**config.mk**
```make
export PLATFORM = sky130hd
export DESIGN_NAME = sync_down_counter_14to0
export DESIGN_NICKNAME = d
export VERILOG_FILES = /design/src/rtl/sync_down_counter_14to0.sv
export SDC_FILE = /design/constraint.sdc
export NUM_CORES = 1
export LEC_CHECK = 0
export ABC_AREA = 1
export CORE_AREA = 2 2 39 41
export DETAILED_ROUTE_END_ITERATION = 10
export DIE_AREA = 0 0 41 43
export HOLD_SLACK_MARGIN = 0.1
export SYNTH_ARGS = -nofsm -noshare
export SYNTH_HDL_FRONTEND = slang
export SYNTH_SLANG_ARGS = --single-unit
```
**constraint.sdc**
```tcl
create_clock -name Clk -period 1.9 [get_ports Clk]
set_clock_uncertainty 0.1 [all_clocks]
set_input_delay 0.19 -clock Clk [delete_from_list [all_inputs] [get_ports Clk]]
set_output_delay 0.19 -clock Clk [all_outputs]
set_load 0.05 [all_outputs]
```
**src/rtl/sync_down_counter_14to0.sv**
```systemverilog
// Loadable down counter: MAX, MAX-1, ..., 0, then wraps to MAX, with zero/borrow/wrap flags.
// Define DOWN_COUNTER_HOLD_AT_ZERO_EN to stop at zero instead of wrapping (one-shot countdown).
module sync_down_counter_14to0 #(
  parameter int WIDTH = 4,
  parameter int MAX   = 14
) (
  input  logic             Clk,
  input  logic             Clr,
  input  logic             En,
  input  logic             Load,
  input  logic [WIDTH-1:0] D,
  output logic [WIDTH-1:0] Q,
  output logic             Zero,
  output logic             Borrow,
  output logic             Wrapped
);

  localparam logic [WIDTH-1:0] MAX_VAL = WIDTH'(MAX);

  logic [WIDTH-1:0] q_reg;
  logic [WIDTH-1:0] q_next;
  logic             wrapped_reg;
  logic             wrapped_next;
  logic [WIDTH:0]   low_zero;
  logic [WIDTH-1:0] toggle;
  logic [WIDTH-1:0] q_dec;

  // JK-style decrement: bit i toggles when every lower bit is already 0.
  // low_zero[WIDTH] doubles as the all-zero detect for the whole count.
  assign low_zero[0] = 1'b1;
  generate
    for (genvar gi = 0; gi < WIDTH; gi++) begin : g_toggle
      assign low_zero[gi+1] = low_zero[gi] & ~q_reg[gi];
      assign toggle[gi]     = low_zero[gi];
    end
  endgenerate

  assign q_dec = q_reg ^ toggle;

  always_comb begin
    q_next       = q_reg;
    wrapped_next = 1'b0;
    if (Load) begin
      q_next = (D > MAX_VAL) ? MAX_VAL : D;
    end else if (En) begin
      if (low_zero[WIDTH]) begin
`ifdef DOWN_COUNTER_HOLD_AT_ZERO_EN
        q_next = q_reg;
`else
        q_next       = MAX_VAL;
        wrapped_next = 1'b1;
`endif
      end else begin
        q_next = q_dec;
      end
    end
  end

  always_ff @(posedge Clk or posedge Clr) begin
    if (Clr) begin
      q_reg       <= MAX_VAL;
      wrapped_reg <= 1'b0;
    end else begin
      q_reg       <= q_next;
      wrapped_reg <= wrapped_next;
    end
  end

  assign Q       = q_reg;
  assign Zero    = low_zero[WIDTH];
  assign Wrapped = wrapped_reg;

`ifdef DOWN_COUNTER_HOLD_AT_ZERO_EN
  assign Borrow = 1'b0;
`else
  // Only true in the cycle whose edge performs the 0 -> MAX wrap.
  assign Borrow = En & low_zero[WIDTH] & ~Load;
`endif

endmodule
```
# Word level (Yosys, flattened, before mapping)
# Cells that the tools add are included.
# Widths: inputs -> output; s select.
dict set report totals {
  register_bits 5
  output_inout_bits 7
  elab_cells 22
}
dict set report classes {
  magnitude_cmp 1
  n_mux 7
  bitwise_logic 11
  reduce_logical 1
}
# cell count
set ops {}
lappend ops {{$mux 4} 4}
lappend ops {{$and 1x1->1} 5}
lappend ops {{$not 1->1} 5}
lappend ops {{$gt 4x4->1 const B} 1}
lappend ops {{$xor 4x4->4} 1}
lappend ops {{$mux 1} 3}
lappend ops {{$reduce_bool 2->1} 1}

# Longest topological paths before layout
dict set report logic_depth {
  ltp_word 7
  ltp_mapped 9
}

# Least setup slack after synthesis
# Ideal clock, no wire load.
dict set report synth_path {
  kind {flip-flop to flip-flop}
  from {reg q_reg[0], in the netlist Q[0]}
  to {reg wrapped_reg, in the netlist Wrapped}
  setup_ns 0.203
  t_arrival_ns 2.283
  setup_slack_ns -0.685
  stages_incl_launch_ff 7
  path_buffers 0
  period_less_slack_ns 2.585
  cell_sequence {dfrtp_1 -> inv_1 -> ha_1 -> ha_1 -> ha_1 -> nand2_1 -> nor2_1}
}
dict set report synth_via {
  elab_chain_len 7
}
# element line
set synth_lines {}
lappend synth_lines {{from (decl)} 20} ;# logic [WIDTH-1:0] q_reg;
lappend synth_lines {{from (signal assigned)} 64} ;# q_reg <= q_next;
lappend synth_lines {{$not 1->1} 33} ;# assign low_zero[gi+1] = low_zero[gi] & ~q_reg[gi];
lappend synth_lines {{$and 1x1->1 (3 in a row)} 33}
lappend synth_lines {{net Zero} 13} ;# output logic Zero,
lappend synth_lines {{$mux 1} 46} ;# if (low_zero[WIDTH]) begin
lappend synth_lines {{$mux 1} 45} ;# end else if (En) begin
lappend synth_lines {{$mux 1} 43} ;# if (Load) begin
lappend synth_lines {{to (signal assigned)} 65} ;# wrapped_reg <= wrapped_next;
lappend synth_lines {{to (decl)} 22} ;# logic wrapped_reg;
# The timed path passes the listed nets, and every way through them passes these cells.
# A chain may end at the register's enable or synchronous reset.

# Final worst setup path
dict set report layout_path {
  from {reg q_reg[1], in the netlist Q[1]}
  to {out Borrow}
}
dict set report layout_via {
  elab_chain_len 6
}
# element line
set layout_lines {}
lappend layout_lines {{$not 1->1} 33}
lappend layout_lines {{$and 1x1->1 (3 in a row)} 33}
lappend layout_lines {{$and 1x1->1 (2 in a row)} 77} ;# assign Borrow = En & low_zero[WIDTH] & ~Load;
lappend layout_lines {{to (decl)} 14} ;# output logic Borrow,
# No other way between the ends.

==> results.yml <==
outcome:
  status: "finished, final reports clean"
die:
  start_util_pct: 24.1
  io-pin-count: 15
  core_mm2: 0.00138
  die_height_um: 43
  dieArea_mm2: 0.00176
  die_w_um: 41
  rows: 14
layout:
  final_common_cell: "nand2_1"
  nFillCells: 140
  final_cell_mix: "nand2_1, clkdlybuf4s50_1, buf_4"
  nets: 75
  syn_to_final_growth_pct: 76.8
  n_antenna_cell: 0
  drive_gt1_share_pct: 39.7
  postLayoutCoreUtil_pct: 42.7
sta:
  setup_tns_ns: 0
  slew_violations: 0
  final_hold_viol_count: 0
  period_minus_slack_ns: 1.87
  tightest_slew_ns: 0.529
  timing.final.crit_share_pct: 98.3
  slew_headroom_pct: 64.6
  setup_viol: 0
  fmax_mhz: 535
  rsz0062_at_grt: "yes"
grt:
  grt_overflow: 0
  grt_max_degree: 9
  grt_pass1_vias: 315
  gr-max-usage-layer: "met2"
  grt_pass1_wl_um: 1210
  grtUsageMet3_pct: 1.57
  gr-usage-met2_pct: 16.9
  grtUsageMet1_pct: 11.3
  antenna_found_initial: 0
  gr-usage-all-layers_pct: 10.5
synth:
  ys_types: 13
  yosys_register_bits: 5
  yosys.area_share.simple_pct: 30.7
  synth.yosys.seq_area_share_pct: 38.6
  ys_warn_count: 0
  synth_top_family_by_area: "simple AND/OR/NAND/NOR gates"
  syn-cell-area_um2: 334
  yosys-mux-area-fraction_pct: 0
  synth_compound_area_share_pct: 5.99
  syn_inst: 42
  synth_xor_area_share_pct: 0
  syn-mean-instance-area_um2: 7.95
  synth_adder_area_share_pct: 11.2
  synth_nets: 53
power:
  peakVddDrop_mv: 0.182
  cellLeakagePower_nw: 0.290
  p_sw_mw: 0.209
  switching_share_pct: 39.7
  internal-power_mw: 0.317
  combinationalPowerShare_pct: 49.0
  power.density_mw_per_mm2: 892
  seqPwrFrac_pct: 27.8
  p_clk_share_pct: 23.2
detailed_routing:
  wire_per_inst_um: 9.37
  final_antenna_net_count: 0
  routed_wl_um: 740
  dr.pass1.iters: 4
  vias: 320
  drt_iter0_drc: 2
  drc_errors: 0
  viasPerCell: 4.05
worst_setup_path:
  cp_cell_sequence: "inv_2 > ha_4 > ha_4 > ha_4 > nand2_4 > nor2_4 > buf_8"
  cpPeakStageDelay_ns: 0.53
  crit_top_cell: "ha_4"
  endpoint_kind: "output pin"
  arrival_ns: 1.58
  critPathBufInv: 2
  crit_family: "flip-flops"
  setup.worst_path.class: "reg2out"
  slowest_stage: "dfstp_2"
  startpoint_type: "flop"
  required_ns: 1.61
  cp_max_fo: 3
flow_run:
  maxCapViolCount: 0
placement:
  gp_congestion: 0.688
  port_buffers: 14
  hpwl_um: 572
clock_network:
  clkTransAtPathRegs_ns: 0.04
  root_buffer: "clkbuf_4"
  cts_buffers: 3
  cts_buffer_depth: 2
  cts_tree: "done"
  clk-insertion-delay-late_ns: 0.24
  htreeDepth: 1
  numClockSinks: 5
hold_path:
  hold_path.class: "reg2reg"
[final timing paths]
kind / startpoint / to / slack, ns / cells past startpoint
max: Q[1]$_DFFE_PP1P_ / Borrow / 0.03 / 7
min: Q[3]$_DFFE_PP1P_ / Q[3]$_DFFE_PP1P_ / 0.38 / 2
max reg2reg: Q[1]$_DFFE_PP1P_ / Q[0]$_DFFE_PP0P_ / 0.24 / 10
min reg2reg: Q[3]$_DFFE_PP1P_ / Q[3]$_DFFE_PP1P_ / 0.38 / 2
max in group asynchronous: Clr / Q[3]$_DFFE_PP1P_ / 0.85 / 3
min in group asynchronous: Clr / Wrapped$_DFF_PP0_ / 0.61 / 3
[kinds of logic (layout without fill, tap and decap cells)]
group                    Yosys count  after routing
flip-flops                         5              5
buffers and inverters             10             31
adder cells (fa/ha/maj)            3              3
AND/OR/NAND/NOR                   20             20
AO/OA/AOI/OAI                      4              4
[power groups by stage]
stage | sequential [mW] | clock (mW) | combinational, mW
6_report | 0.147 | 0.122 | 0.258
5_1_grt | 0.149 | 0.133 | 0.283
4_1_cts | 0.146 | 0.129 | 0.248
3_5_place_dp | 0.147 | 0 | 0.219
3_3_place_gp | 0.146 | 0 | 0.216
2_1_floorplan | 0.210 | 0 | 0.0948
[synthesized netlist by cell type]
| library cell | n | share of area, % |
|---|---|---|
| dfrtp_1 | 2 | 15 |
| nor2_4 | 1 | 3.4 |
| a21oi_1 | 1 | 1.5 |
| nand3_1 | 3 | 4.5 |
| dfstp_2 | 3 | 24 |
| nor2_8 | 1 | 6.0 |
| o21ai_1 | 3 | 4.5 |
| buf_6 | 1 | 3.4 |
| ha_1 | 3 | 11 |
| nor2_1 | 2 | 2.2 |
| inv_1 | 8 | 9.0 |
| inv_2 | 1 | 1.1 |
| nand2_1 | 13 | 15 |
[routing by layer]
metal  wire length [um]  vias up
met5                  0        -
met4                  0        0
met3                 56        0
met2                394       14
met1                288      136
li1                   -      170
[state kept, by name, summed over array words and instances, names as in the netlist]
signal   flops
Q            4
Wrapped      1
[stage by stage]
step	power, mW	cell area [um2]	setup WS (ns)	hold slack (ns)	std cells
after CTS	0.523	572	0.0134	0.383	77
after detailed placement	0.365	492	0.119	0.311	71
final	0.527	591	0.0317	0.383	79
after global routing	0.565	591	-0.0123	0.409	79
after floorplan	0.304	355	0.0170	-0.134	42
after global placement	0.361	492	0.134	0.299	71
[what timing repair did]
item	CTS	global route
setup endpoints to repair	1	1
endpoints found under the hold margin	2	0
hold buffers	1	0
pin swaps	2	4
gates resized for setup	8	2
buffers inserted	1	2
[final cells by class]
type                            instances  area [um2]  area share (%)
Sequential cell                         5         130            22.0
Tap cell                               16        20.0            3.39
Timing Repair Buffer                   18         168            28.4
Inverter                                9        33.8            5.72
Clock buffer                            4        26.3            4.45
Multi-Input combinational cell         27         213            36.0
[worst reg2reg max path, stage by stage, from the launching register on]
cell,delay [ns]
dfstp_2,0.53
inv_2,0.05
ha_4,0.16
ha_4,0.16
ha_4,0.17
buf_4,0.14
nor2_4,0.08
nand2_1,0.06
nand2_1,0.06
nand2_1,0.05
nand2_1,0.05
(Power assumes the default switching activity.)
